[config.mk]
export PLATFORM = sky130hd
export DESIGN_NAME = imem_loader
export DESIGN_NICKNAME = d
export VERILOG_FILES = /design/src/rtl/imem_pkg.sv /design/src/rtl/imem_port_mux.sv /design/src/rtl/imem_loader.sv
export SDC_FILE = /design/constraint.sdc
export NUM_CORES = 1
export LEC_CHECK = 0
export ABC_AREA = 1
export CAP_MARGIN = 20
export CORE_MARGIN = 3
export CORE_UTILIZATION = 40
export DETAILED_ROUTE_END_ITERATION = 7
export DONT_BUFFER_PORTS = 1
export PLACE_DENSITY = 0.6
export SYNTH_ARGS = -nofsm -noshare
export SYNTH_HDL_FRONTEND = slang
export SYNTH_SLANG_ARGS = --single-unit
[constraint.sdc]
create_clock -name clk -period 4.3 [get_ports clk]
set_clock_uncertainty 0.1 [all_clocks]
set_input_delay 0.43 -clock clk [delete_from_list [all_inputs] [get_ports clk]]
set_output_delay 0.43 -clock clk [all_outputs]
set_load 0.02 [all_outputs]
[src/rtl/imem_pkg.sv]
// ============================================================================
// Module  : imem_pkg
// Brief   : Shared types and constants for the instruction-memory loader.
//           Macro IMEM_LOADER_READBACK_EN adds the VERIFY state.
// Revision: 1.0 - initial release
// ============================================================================
`default_nettype none

package imem_pkg;

  localparam int DEPTH_BYTES_DEFAULT = 256;
  localparam int NUM_LANES           = 4;
  localparam int LANE_W              = $clog2(NUM_LANES);

`ifdef IMEM_LOADER_READBACK_EN
  typedef enum logic [2:0] {
    ST_IDLE      = 3'd0,
    ST_WAIT_WORD = 3'd1,
    ST_WRITE     = 3'd2,
    ST_VERIFY    = 3'd3,
    ST_FIN       = 3'd4
  } state_e;
`else
  typedef enum logic [2:0] {
    ST_IDLE      = 3'd0,
    ST_WAIT_WORD = 3'd1,
    ST_WRITE     = 3'd2,
    ST_FIN       = 3'd4
  } state_e;
`endif

endpackage

`default_nettype wire

[src/rtl/imem_port_mux.sv]
// ============================================================================
// Module  : imem_port_mux
// Brief   : Selects CPU fetch address or loader address/strobe for the memory.
// Revision: 1.0 - initial release
// ============================================================================
`default_nettype none

module imem_port_mux
  import imem_pkg::*;
(
  input  logic        loader_own,
  input  logic [31:0] cpu_pc,
  input  logic [31:0] loader_addr,
  input  logic        loader_we,
  output logic [31:0] mem_addr,
  output logic        mem_we
);

  always_comb begin
    mem_addr = loader_own ? loader_addr : cpu_pc;
    mem_we   = loader_own & loader_we;
  end

endmodule

`default_nettype wire

[src/rtl/imem_loader.sv]
// ============================================================================
// Module  : imem_loader
// Brief   : Streams 32-bit words into a byte-wide instruction memory,
//           big-endian, while stalling the CPU. Optional readback check is
//           enabled by macro IMEM_LOADER_READBACK_EN.
// Revision: 1.0 - initial release
// ============================================================================
`default_nettype none

module imem_loader
  import imem_pkg::*;
#(
  parameter int DEPTH_BYTES = DEPTH_BYTES_DEFAULT,
  parameter int CNT_W       = 8
) (
  input  logic             clk,
  input  logic             rst,
  input  logic             start,
  input  logic [CNT_W-1:0] num_words,
  input  logic             word_valid,
  input  logic [31:0]      word_data,
  output logic             word_ready,
  input  logic [31:0]      cpu_pc,
  output logic [31:0]      mem_addr,
  output logic             mem_we,
  output logic [7:0]       mem_wdata,
  input  logic [31:0]      mem_rdata,
  output logic             cpu_stall,
  output logic             done,
  output logic             ovf,
  output logic             err
);

  state_e            state_q, state_d;
  logic [CNT_W-1:0]  cnt_q, cnt_d;
  logic [31:0]       base_q, base_d;
  logic [31:0]       word_q, word_d;
  logic [LANE_W-1:0] lane_q, lane_d;
  logic              ovf_q, ovf_d;

  logic [31:0]       lane_addr;
  logic              lane_in_range;
  logic [31:0]       word_shifted;
  logic [31:0]       loader_addr;
  logic              loader_we;
  logic              word_done;

`ifdef IMEM_LOADER_READBACK_EN
  logic              err_q, err_d;
  assign err = err_q;
`else
  logic              unused_rdata;
  assign unused_rdata = ^mem_rdata;
  assign err          = 1'b0;
`endif

  assign lane_addr     = base_q + 32'(lane_q);
  assign lane_in_range = lane_addr < 32'(DEPTH_BYTES);
  assign word_shifted  = word_q << {lane_q, 3'b000};
  assign cpu_stall     = (state_q != ST_IDLE);
  assign ovf           = ovf_q;

  always_comb begin
    state_d     = state_q;
    cnt_d       = cnt_q;
    base_d      = base_q;
    word_d      = word_q;
    lane_d      = lane_q;
    ovf_d       = ovf_q;
`ifdef IMEM_LOADER_READBACK_EN
    err_d       = err_q;
`endif
    word_ready  = 1'b0;
    done        = 1'b0;
    loader_addr = base_q;
    loader_we   = 1'b0;
    mem_wdata   = 8'h00;
    word_done   = 1'b0;

    case (state_q)
      ST_IDLE: begin
        if (start) begin
          cnt_d   = num_words;
          base_d  = '0;
          ovf_d   = 1'b0;
`ifdef IMEM_LOADER_READBACK_EN
          err_d   = 1'b0;
`endif
          state_d = (num_words == '0) ? ST_FIN : ST_WAIT_WORD;
        end
      end
      ST_WAIT_WORD: begin
        word_ready = 1'b1;
        if (word_valid) begin
          word_d  = word_data;
          lane_d  = '0;
          state_d = ST_WRITE;
        end
      end
      ST_WRITE: begin
        // Out-of-range lanes still consume their cycle; only the strobe is dropped.
        loader_addr = lane_addr;
        loader_we   = lane_in_range;
        mem_wdata   = word_shifted[31:24];
        if (!lane_in_range) ovf_d = 1'b1;
        lane_d = lane_q + 1'b1;
        if (lane_q == LANE_W'(NUM_LANES - 1)) begin
`ifdef IMEM_LOADER_READBACK_EN
          state_d = ST_VERIFY;
`else
          word_done = 1'b1;
`endif
        end
      end
`ifdef IMEM_LOADER_READBACK_EN
      ST_VERIFY: begin
        if (mem_rdata != word_q) err_d = 1'b1;
        word_done = 1'b1;
      end
`endif
      ST_FIN: begin
        done    = 1'b1;
        state_d = ST_IDLE;
      end
      default: state_d = ST_IDLE;
    endcase

    if (word_done) begin
      base_d  = base_q + 32'(NUM_LANES);
      cnt_d   = cnt_q - CNT_W'(1);
      state_d = (cnt_q == CNT_W'(1)) ? ST_FIN : ST_WAIT_WORD;
    end
  end

  always_ff @(posedge clk) begin
    if (rst) begin
      state_q <= ST_IDLE;
      cnt_q   <= '0;
      base_q  <= '0;
      word_q  <= '0;
      lane_q  <= '0;
      ovf_q   <= 1'b0;
`ifdef IMEM_LOADER_READBACK_EN
      err_q   <= 1'b0;
`endif
    end else begin
      state_q <= state_d;
      cnt_q   <= cnt_d;
      base_q  <= base_d;
      word_q  <= word_d;
      lane_q  <= lane_d;
      ovf_q   <= ovf_d;
`ifdef IMEM_LOADER_READBACK_EN
      err_q   <= err_d;
`endif
    end
  end

  imem_port_mux u_port_mux (
    .loader_own  (cpu_stall),
    .cpu_pc      (cpu_pc),
    .loader_addr (loader_addr),
    .loader_we   (loader_we),
    .mem_addr    (mem_addr),
    .mem_we      (mem_we)
  );

endmodule

`default_nettype wire

---- After elaboration in Yosys (flattened, before gate mapping) ----
Cells that the tools add are included.
Widths: inputs -> output; s select.
storage, ports and cells
  logic and storage cells ................. 61
  flip-flop bits (word level) ............. 78
  output and inout bits ................... 46
  bits of input ports ..................... 108
cells by class
  muxes and demuxes ....................... 25
  reduce and logical (&&, ||, !) cells .... 12
  equal/unequal tests ..................... 11
  $lt $le $gt $ge ......................... 1
  $add $sub $neg .......................... 4
  bitwise operators ....................... 1
  shift-type cells ........................ 1
operator list
  cell                   count
  $mux 32                5
  $add 32x2->32          1
  $add 32x3->32 const B  1
  $lt 32x9->1 const B    1
  $mux 8                 4
  $shl 32x5->32          1
  $mux 3                 5
  $pmux 3 s3             1
  $eq 8x1->1 const B     1
  $logic_not 8->1        1
  $ne 2x2->1 const B     4
  $reduce_bool 2->1      4
  $sub 8x1->8 const B    1
  $mux 1                 7
  $ne 3x3->1 const B     2
  $reduce_and 2->1       3
  $reduce_and 3->1       2
  $pmux 2 s2             1
  $eq 3x1->1 const B     1
  $eq 3x2->1 const B     1
  $eq 3x3->1 const B     1
  $logic_not 3->1        1
  $reduce_bool 3->1      1
  $add 2x1->2 const B    1
  other kinds (4)        4

---- Longest topological paths before layout ----
Gate-level depths: netlist of run 1.
  depth in word-level cells ............... 5
  gate-level depth with buffers ........... 11

---- Cells and area by module ----
A second synthesis of run 1 with hierarchy kept.
unflattened totals
  cells, all modules ...................... 783
  area total of the unflattened synthesis .. 4729.5 um^2
by module, submodules not included
  module         seq. area each (um^2)  cells each  times used  area an instance (um^2)
  imem_loader    1521.5                 677         1           4287.9
  imem_port_mux  0.0                    106         1           441.7

---- Worst setup path after synthesis of run 1 ----
Ideal clock, no wire load.
  path kind ............................... flip-flop to output port
  from .................................... reg state_q[1]
  to ...................................... out mem_addr[24]
  data required time ...................... 3.770 ns
  path slack .............................. 2.268 ns
  data arrival time ....................... 1.502 ns
  cell stages (with the launch flop) ...... 6
  buffers on the path ..................... 1
  cells stage by stage .................... dfxtp_1 -> nor2_2 -> nand2_1 -> inv_2 -> clkbuf_1 -> o21ai_0
between the ends
  elaborated cells between the ends (all ways) .. 4
  those cells by class .................... eq/ne: 1; mux: 2; reduce/logical: 1
RTL lines
  what                    line                 RTL
  start, declared         imem_loader.sv:34    state_e state_q, state_d;
  start signal, assigned  imem_loader.sv:147   state_q <= state_d;
  $reduce_bool 3->1       imem_loader.sv:60    assign cpu_stall = (state_q != ST_IDLE);
  named net cpu_stall     imem_loader.sv:28    output logic cpu_stall,
  $mux 32                 imem_port_mux.sv:20  mem_addr = loader_own ? loader_addr : cpu_pc;
  end, declared           imem_loader.sv:24    output logic [31:0] mem_addr,
The timed path passes the listed nets, and every way through them passes these cells.

---- Final worst setup path of run 1 ----
  from .................................... reg lane_q[0]
  to ...................................... out mem_wdata[3]
between the ends
  word-level cells in the longest chain between the ends .. 2
ends and longest elaborated chain
  what                    line                RTL
  start, declared         imem_loader.sv:38   logic [LANE_W-1:0] lane_q, lane_d;
  start signal, assigned  imem_loader.sv:151  lane_q <= lane_d;
  $shl 32x5->32           imem_loader.sv:59   assign word_shifted = word_q << {lane_q, 3'b000};
  $mux 8                  imem_loader.sv:80   case (state_q)
  end, declared           imem_loader.sv:26   output logic [7:0] mem_wdata,
No other way between the ends.

==> reports/metrics.csv, run 1 <==
stage,metric,value,unit
clock_tree,clock_sinks,76,
critical_path,critical_path_buf_inv_count,1,
floorplan,fp-row-count,37,
critical_path,timing.reg2reg.setup_slack,1830,ps
global_routing,grt_start_max_net_pins,62,
synth,synth_flop_cell,sky130_fd_sc_hd__dfxtp_1,
pwr,largest_vdd_supply_drop,0.000188,V
synth,post-synth-top-area-cell,sky130_fd_sc_hd__dfxtp_1,
critical_path,worst-endpoint-required,3770,ps
synth,synth-edff-count,0,
sta,timing_worst_slew_pin_value,843,ps
floorplan,placeableCoreArea,10500,um2
synth,synth.cells.most_frequent,"sky130_fd_sc_hd__nand2_1, sky130_fd_sc_hd__o21ai_0, sky130_fd_sc_hd__a21oi_1",
placement,place.port_buffers,0,
clock_tree,worst_skew_pair.late_latency,360,ps
critical_path,critPathKind,flip-flop to output pin,
pwr,power_density,379,nW/um2
clock_tree,ctsLongestPathBuffers,2,
synth,most_common_cell_in_the_netlist,sky130_fd_sc_hd__nand2_1,
layout,area.sequential,1520,um2
route,totalWireLength,12400,um
floorplan,design.portCount,154,
route,initialDrtViolationCount,333,
floorplan,fp.dieW,111,um
route,route.detailed.wl_per_inst,14.9,um
layout,final_layout_size_suffix_gt1_frac,0.0514,
critical_path,worst_path_most_repeated_cell,sky130_fd_sc_hd__a21oi_1,
layout,multi_input_area,2380,um2
critical_path,arrival,2480,ps
clock_tree,cts-hold-fix-buffers,0,
sta,slew_violations,0,
layout,stdcell_count,836,
critical_path,slowest_stage,sky130_fd_sc_hd__dfxtp_1,
layout,area_delta_synth_final,5.09,%
route,routed_via_density,5.32,
critical_path,end_kind,output pin,
sta,maxSlewHeadroom,0.432,
floorplan,dieArea,12200,um2
layout,insertedDiodeCount,0,
global_routing,remaining_overflow_grt,0,
layout,nets,807,
synth,yosys_warnings,0,
sta,fin_tns_setup,0,ps
synth,syn_area,4380,um2
synth,yosys.cell_types.count,33,
synth,synth.net_count,825,
critical_path,timing.critical_path.slowest_cell_delay,690,ps
layout,filler_cell_count,1172,
clock_tree,clk_pin_slew,100,ps
sta,timing.final.crit_share,0.701,
clock_tree,htreeDepth,3,
critical_path,crit_chain,"clkinv_1, a21oi_1, o21ai_0, a21oi_1",
synth,share_of_synthesized_flip_flops_with_an_asynchronous_set_or_reset,0,
pwr,power.leakage,0.00171,uW
run,max-cap-violations,0,
placement,dp.final_hpwl,9170,um
synth,netlist_instances,713,
clock_tree,cts_post_setup_buffers_inserted,0,
critical_path,cell_family_with_the_largest_share_of_critical_path_delay,compound AO/OA/AOI/OAI gates,
clock_tree,root_buffer,sky130_fd_sc_hd__clkbuf_8,
synth,yosys-top-cells-area,"sky130_fd_sc_hd__dfxtp_1, sky130_fd_sc_hd__nand2_1, sky130_fd_sc_hd__o21ai_0, sky130_fd_sc_hd__a21oi_1, sky130_fd_sc_hd__inv_1",
clock_tree,tritoncts,done,
outcome,result_of_the_run,"finished, final reports clean",
global_routing,number_of_antenna_violations_at_the_first_check_in_global_routing,0,
global_routing,total_routing_usage_reported_by_global_routing,0.197,
sta,setup_violations,0,
placement,replace_congestion,0.906,
synth,yosys.area.top_type_share,0.348,
critical_path,critical_path_peak_fanout,19,
floorplan,fp.dieH,111,um
global_routing,global_route_wire_length_before_repair,20000,um
hold_path,worstHoldPathType,input pin to flip-flop,
sta,fmax_achieved,0.332,GHz
synth,synth-seq-area-share,0.348,
clock_tree,numCtsBuffers,9,
sta,grt_setup_unrepaired,false,
route,remaining_antenna_violation_count,0,
synth,syn-mean-instance-area,6.14,um2
global_routing,grt_pass1_vias,3973,
route,drt-pass1-iter-count,4,
clock_tree,postCtsResizedCells,0,
critical_path,critPathLaunchType,flip-flop,
sta,timing.final.crit_period,3010,ps
sta,hold_violations,0,
route,drc_errors,0,
placement,placedCellCount,820,
synth,flop_and_latch_count_out_of_synthesis,76,
route,routed-via-count,4449,
floorplan,initial_utilization,0.418,
[report_power, final]
group,switching (uW),internal (uW)
Combinational,339,93.8
Sequential,31.3,749
Clock,312,218
Total,683,1060
[routing by layer]
metal / global-route usage / share of wire / routed length, um / vias up
li1: - / - / - / 2280
met1: 0.267 / 0.47 / 5860 / 2031
met2: 0.320 / 0.46 / 5770 / 125
met3: 0.0422 / 0.054 / 666 / 13
met4: 0.0501 / 0.011 / 143 / 0
met5: 0 / 0 / 0 / -
[kinds of logic (layout without fill, tap and decap cells)]
group | count (synthesis) | count (layout) | share of synthesized area
other | 1 | 1 | 0.000857
buffers and inverters | 120 | 107 | 0.109
and+or+nand+nor | 328 | 328 | 0.316
DFF | 76 | 76 | 0.348
adders and majority gates | 4 | 4 | 0.0114
AOI/OAI and AO/OA | 184 | 184 | 0.215
[layout by cell type, fill, tap and decap left out, drive strengths merged, types with 3 or more instances in the layout]
master    instances
inv              91
nand3            47
ha                4
o21ai            90
a21oi            85
clkbuf            9
clkinv            3
nand2           182
nor2             76
dfxtp            76
clkinvlp          3
nand4            11
nor3             10
[sequential cells by signal, indices dropped and copies added, names as in the netlist]
register,cells
base_q,30
cnt_q,8
lane_q,2
ovf,1
state_q,3
word_q,32
[final cells by class]
cell class / instances / share of cell area
well taps: 136 / 0.0370
inverters: 90 / 0.0734
flip-flops and latches: 76 / 0.331
multi-input cells: 517 / 0.517
repair buffers: 1 / 0.00163
clock buffers: 9 / 0.0269
clock inverters: 7 / 0.0131
[path summary, 6_finish.rpt]
| check | from | endpoint | depth (start not counted) |
|---|---|---|---|
| worst max-delay path | lane_q[0] | mem_wdata[3] | 4 |
| worst max register to register | lane_q[0] | base_q[9] | 8 |
| worst min register to register | word_q[5] | word_q[5] | 2 |
| worst min-delay path | rst | lane_q[1] | 1 |
[metrics by stage]
step                      instance area (um2)  setup WS [ps]  utilization  hold WS [ps]  total power, uW
after detailed placement                 4420           1700        0.422           346             1230
final                                    4600           1290        0.440          27.7             1740
after floorplan                          4380           2270            -           329             1170
after global placement                   4420           1690        0.422           340             1220
after global routing                     4600           1040        0.440          3.70             1840
after CTS                                4600           1290        0.440          6.97             1760
Note: power is estimated with default switching activity, not from simulation.
==> run 2, diff against run 1 <==
Clock period 4.3 ns to 2.79 ns, I/O delays scaled along.
==> run 2 against run 1 <==
Net effect: count of clock-buffer cells in the layout unchanged; largest power group unchanged; register-to-register slack worse by 1500 ps; setup slack worse by 1100 ps; first-iteration DRC count up 20%; sequential share of layout area down 2.6 points; routed wire length up 2.5%; power up 66%; clock power up 77%; non-clock buffer count up 34; cell count up 4.1%; critical endpoint is now mem_addr[21]; sequential cell count unchanged; critical path depth up 1.
==> reports/metrics.csv, run 2 (synthesis gave the netlist of run 1 again) <==
stage,metric,value,unit,change
outcome,result_of_the_run,"finished, final reports clean",,
critical_path,timing.reg2reg.setup_slack,380,ps,-1450 ps
critical_path,critPathKind,flip-flop to output pin,,
placement,placedInstanceArea,4470,um2,+1.3%
global_routing,grt_start_max_net_pins,35,,-44%
pwr,power.leakage,0.00187,uW,+8.8%
critical_path,regToRegStartpoint,lane_q[0],,
placement,dp.final_hpwl,9300,um,+1.5%
layout,final_cell_mix,"sky130_fd_sc_hd__nand2_1, sky130_fd_sc_hd__o21ai_0, sky130_fd_sc_hd__a21oi_1, sky130_fd_sc_hd__inv_1, sky130_fd_sc_hd__dfxtp_1",,
pwr,power.internal,1860,uW,+76%
sta,fin_tns_setup,0,ps,unchanged
floorplan,fp.dieH,111,um,unchanged
sta,fmax_achieved,0.387,GHz,
floorplan,dieArea,12200,um2,unchanged
pwr,p_seq_frac,0.417,,-0.030
floorplan,design.portCount,154,,unchanged
layout,nets,841,,+4.2%
global_routing,remaining_overflow_grt,0,,unchanged
floorplan,fp.dieW,111,um,unchanged
layout,finalCoreUtilization,0.477,,+0.0372
sta,grt_setup_unrepaired,false,,
clock_tree,tritoncts,done,,
floorplan,fp-row-count,37,,unchanged
sta,setup_violations,0,,unchanged
pwr,power.net_switching,1020,uW,+50%
clock_tree,ctsLongestPathBuffers,2,,unchanged
critical_path,r2r_cells,8,,unchanged
layout,biggestRegsByFlops,"word_q x32, base_q x30, cnt_q x8",,
critical_path,reg2reg_to,base_q[9],,
layout,top_register,word_q,,
pwr,combinationalPowerShare,0.258,,+0.010
clock_tree,worst_skew_pair.late_latency,350,ps,about the same
route,routed_via_density,5.20,,-2.2%
global_routing,total_routing_usage_reported_by_global_routing,0.205,,+0.00761
route,initialDrtViolationCount,398,,+20%
global_routing,global_route_wire_length_before_repair,20600,um,+3.3%
hold_path,whs_endpoint,word_q[27],,
floorplan,placeableCoreArea,10500,um2,unchanged
clock_tree,numCtsBuffers,9,,unchanged
critical_path,end_kind,output pin,,
clock_tree,cts_post_setup_buffers_inserted,0,,unchanged
critical_path,slowest_stage,sky130_fd_sc_hd__o21ai_0,,
layout,insertedDiodeCount,0,,unchanged
global_routing,grt_pass1_vias,4116,,+3.6%
hold_path,hold_path_startpoint,word_data[27],,
clock_tree,clk_pin_slew,80,ps,-20 ps
critical_path,cell_family_with_the_largest_share_of_critical_path_delay,compound AO/OA/AOI/OAI gates,,
route,drc_errors,0,,unchanged
layout,area_delta_synth_final,14.0,%,
layout,layout_commonest_cell,sky130_fd_sc_hd__nand2_1,,
placement,replace_congestion,0.908,,+0.22%
pwr,p_sw_frac,0.355,,-0.0370
sta,timing_worst_slew_pin_value,875,ps,+31.7 ps
run,max-cap-violations,0,,unchanged
critical_path,worst-endpoint-required,2410,ps,-1360 ps
pwr,power_density,579,nW/um2,+53%
clock_tree,clock_sinks,76,,unchanged
pwr,clkPwrFrac,0.325,,+0.021
critical_path,crit_chain,"nor2_2, nand2_1, inv_4, buf_12, o21ai_0",,
critical_path,timing.critical_path.slowest_cell_delay,520,ps,-170 ps
route,drt-pass1-iter-count,5,,+1
layout,final_layout_size_suffix_gt1_frac,0.0586,,+0.00715
global_routing,number_of_antenna_violations_at_the_first_check_in_global_routing,0,,unchanged
route,route.detailed.wl_per_inst,14.6,um,-1.6%
clock_tree,htreeDepth,3,,unchanged
hold_path,hold_depth,2,,+1
clock_tree,root_buffer,sky130_fd_sc_hd__clkbuf_8,,
critical_path,critical_path_buf_inv_count,2,,+1
sta,maxSlewHeadroom,0.411,,-0.0213
pwr,largest_vdd_supply_drop,0.000299,V,+59%
critical_path,arrival,2210,ps,-270 ps
route,totalWireLength,12700,um,+2.5%
route,routed-via-count,4528,,+1.8%
route,remaining_antenna_violation_count,0,,unchanged
sta,hold_violations,0,,unchanged
floorplan,initial_utilization,0.418,,unchanged
critical_path,critPathLaunchType,flip-flop,,
layout,largest_register_ffs,32,,unchanged
critical_path,critical_path_peak_fanout,34,,+15
placement,place.port_buffers,0,,unchanged
sta,holdWs,13.9,ps,-13.8 ps
hold_path,worstHoldPathType,input pin to flip-flop,,
sta,slew_violations,0,,unchanged
sta,timing.final.crit_period,2580,ps,
sta,timing.final.crit_share,0.926,,
layout,fin_area,4990,um2,+8.5%
-- run 2: cell count changes in the layout (fill, tap and decap cells not counted), sizes merged --
cell / previous run / this run
buf: 1 / 8
bufinv: 0 / 2
clkinv: 3 / 5
clkinvlp: 3 / 1
dlygate4sd3: 0 / 27
inv: 91 / 89
-- run 2: worst register-to-register path, cell delays in order, from the launching register on --
cell and delay, ps:
sky130_fd_sc_hd__dfxtp_1 680, sky130_fd_sc_hd__ha_1 290, sky130_fd_sc_hd__nand4_2 280, sky130_fd_sc_hd__nand2_4 300, sky130_fd_sc_hd__inv_2 190, sky130_fd_sc_hd__nor2_2 170
sky130_fd_sc_hd__nand2_1 90, sky130_fd_sc_hd__o21ai_0 150, sky130_fd_sc_hd__nor2_1 50
-- run 2: stage by stage --
step	power, uW	setup WS, ps	instances
2_1_floorplan	1800	909	713
5_1_grt	3070	14.8	870
3_5_place_dp	1920	388	826
3_3_place_gp	1910	440	826
4_1_cts	2910	94.2	870
6_report	2890	205	870
-- run 2: repair_timing --
action | CTS | global route
hold endpoints to repair | 32 | 0
endpoints found under the setup margin | 0 | 15
hold buffers | 28 | 0
resized for setup | 0 | 2
-- run 2: final cells by class --
type	count	area, um2
Clock buffer	9	124
Clock inverter	7	98.8
Fill cell	1126	5470
Inverter	90	340
Multi-Input combinational cell	517	2380
Sequential cell	76	1520
Tap cell	136	170
Timing Repair Buffer	35	355
-- run 2: routing by layer --
metal / track usage / wire length, um / share of wire
met5: 0 / 0 / 0
met4: 0.0427 / 99 / 0.0078
met3: 0.0521 / 748 / 0.059
met2: 0.345 / 6040 / 0.47
met1: 0.266 / 5850 / 0.46
-- run 2: power by group through the flow --
| stage | clock [uW] | sequential, uW | combinational (uW) |
|---|---|---|---|
| 3_5_place_dp | 0 | 1230 | 694 |
| 3_3_place_gp | 0 | 1220 | 684 |
| 2_1_floorplan | 0 | 1200 | 594 |
| 4_1_cts | 967 | 1200 | 742 |
| 6_report | 940 | 1200 | 744 |
| 5_1_grt | 1020 | 1210 | 835 |
-- run 2: worst max path at each step --
| stage | startpoint | end | slack (ps) | depth (start not counted) |
|---|---|---|---|---|
| after floorplan | state_q[1] | mem_addr[24] | 910 | 5 |
| after global placement | lane_q[0] | base_q[9] | 440 | 8 |
| after detailed placement | lane_q[0] | base_q[9] | 390 | 8 |
| after CTS | state_q[1] | mem_addr[30] | 90 | 6 |
| after global routing | state_q[0] | mem_addr[21] | 10 | 5 |
| final | state_q[1] | mem_addr[21] | 210 | 5 |
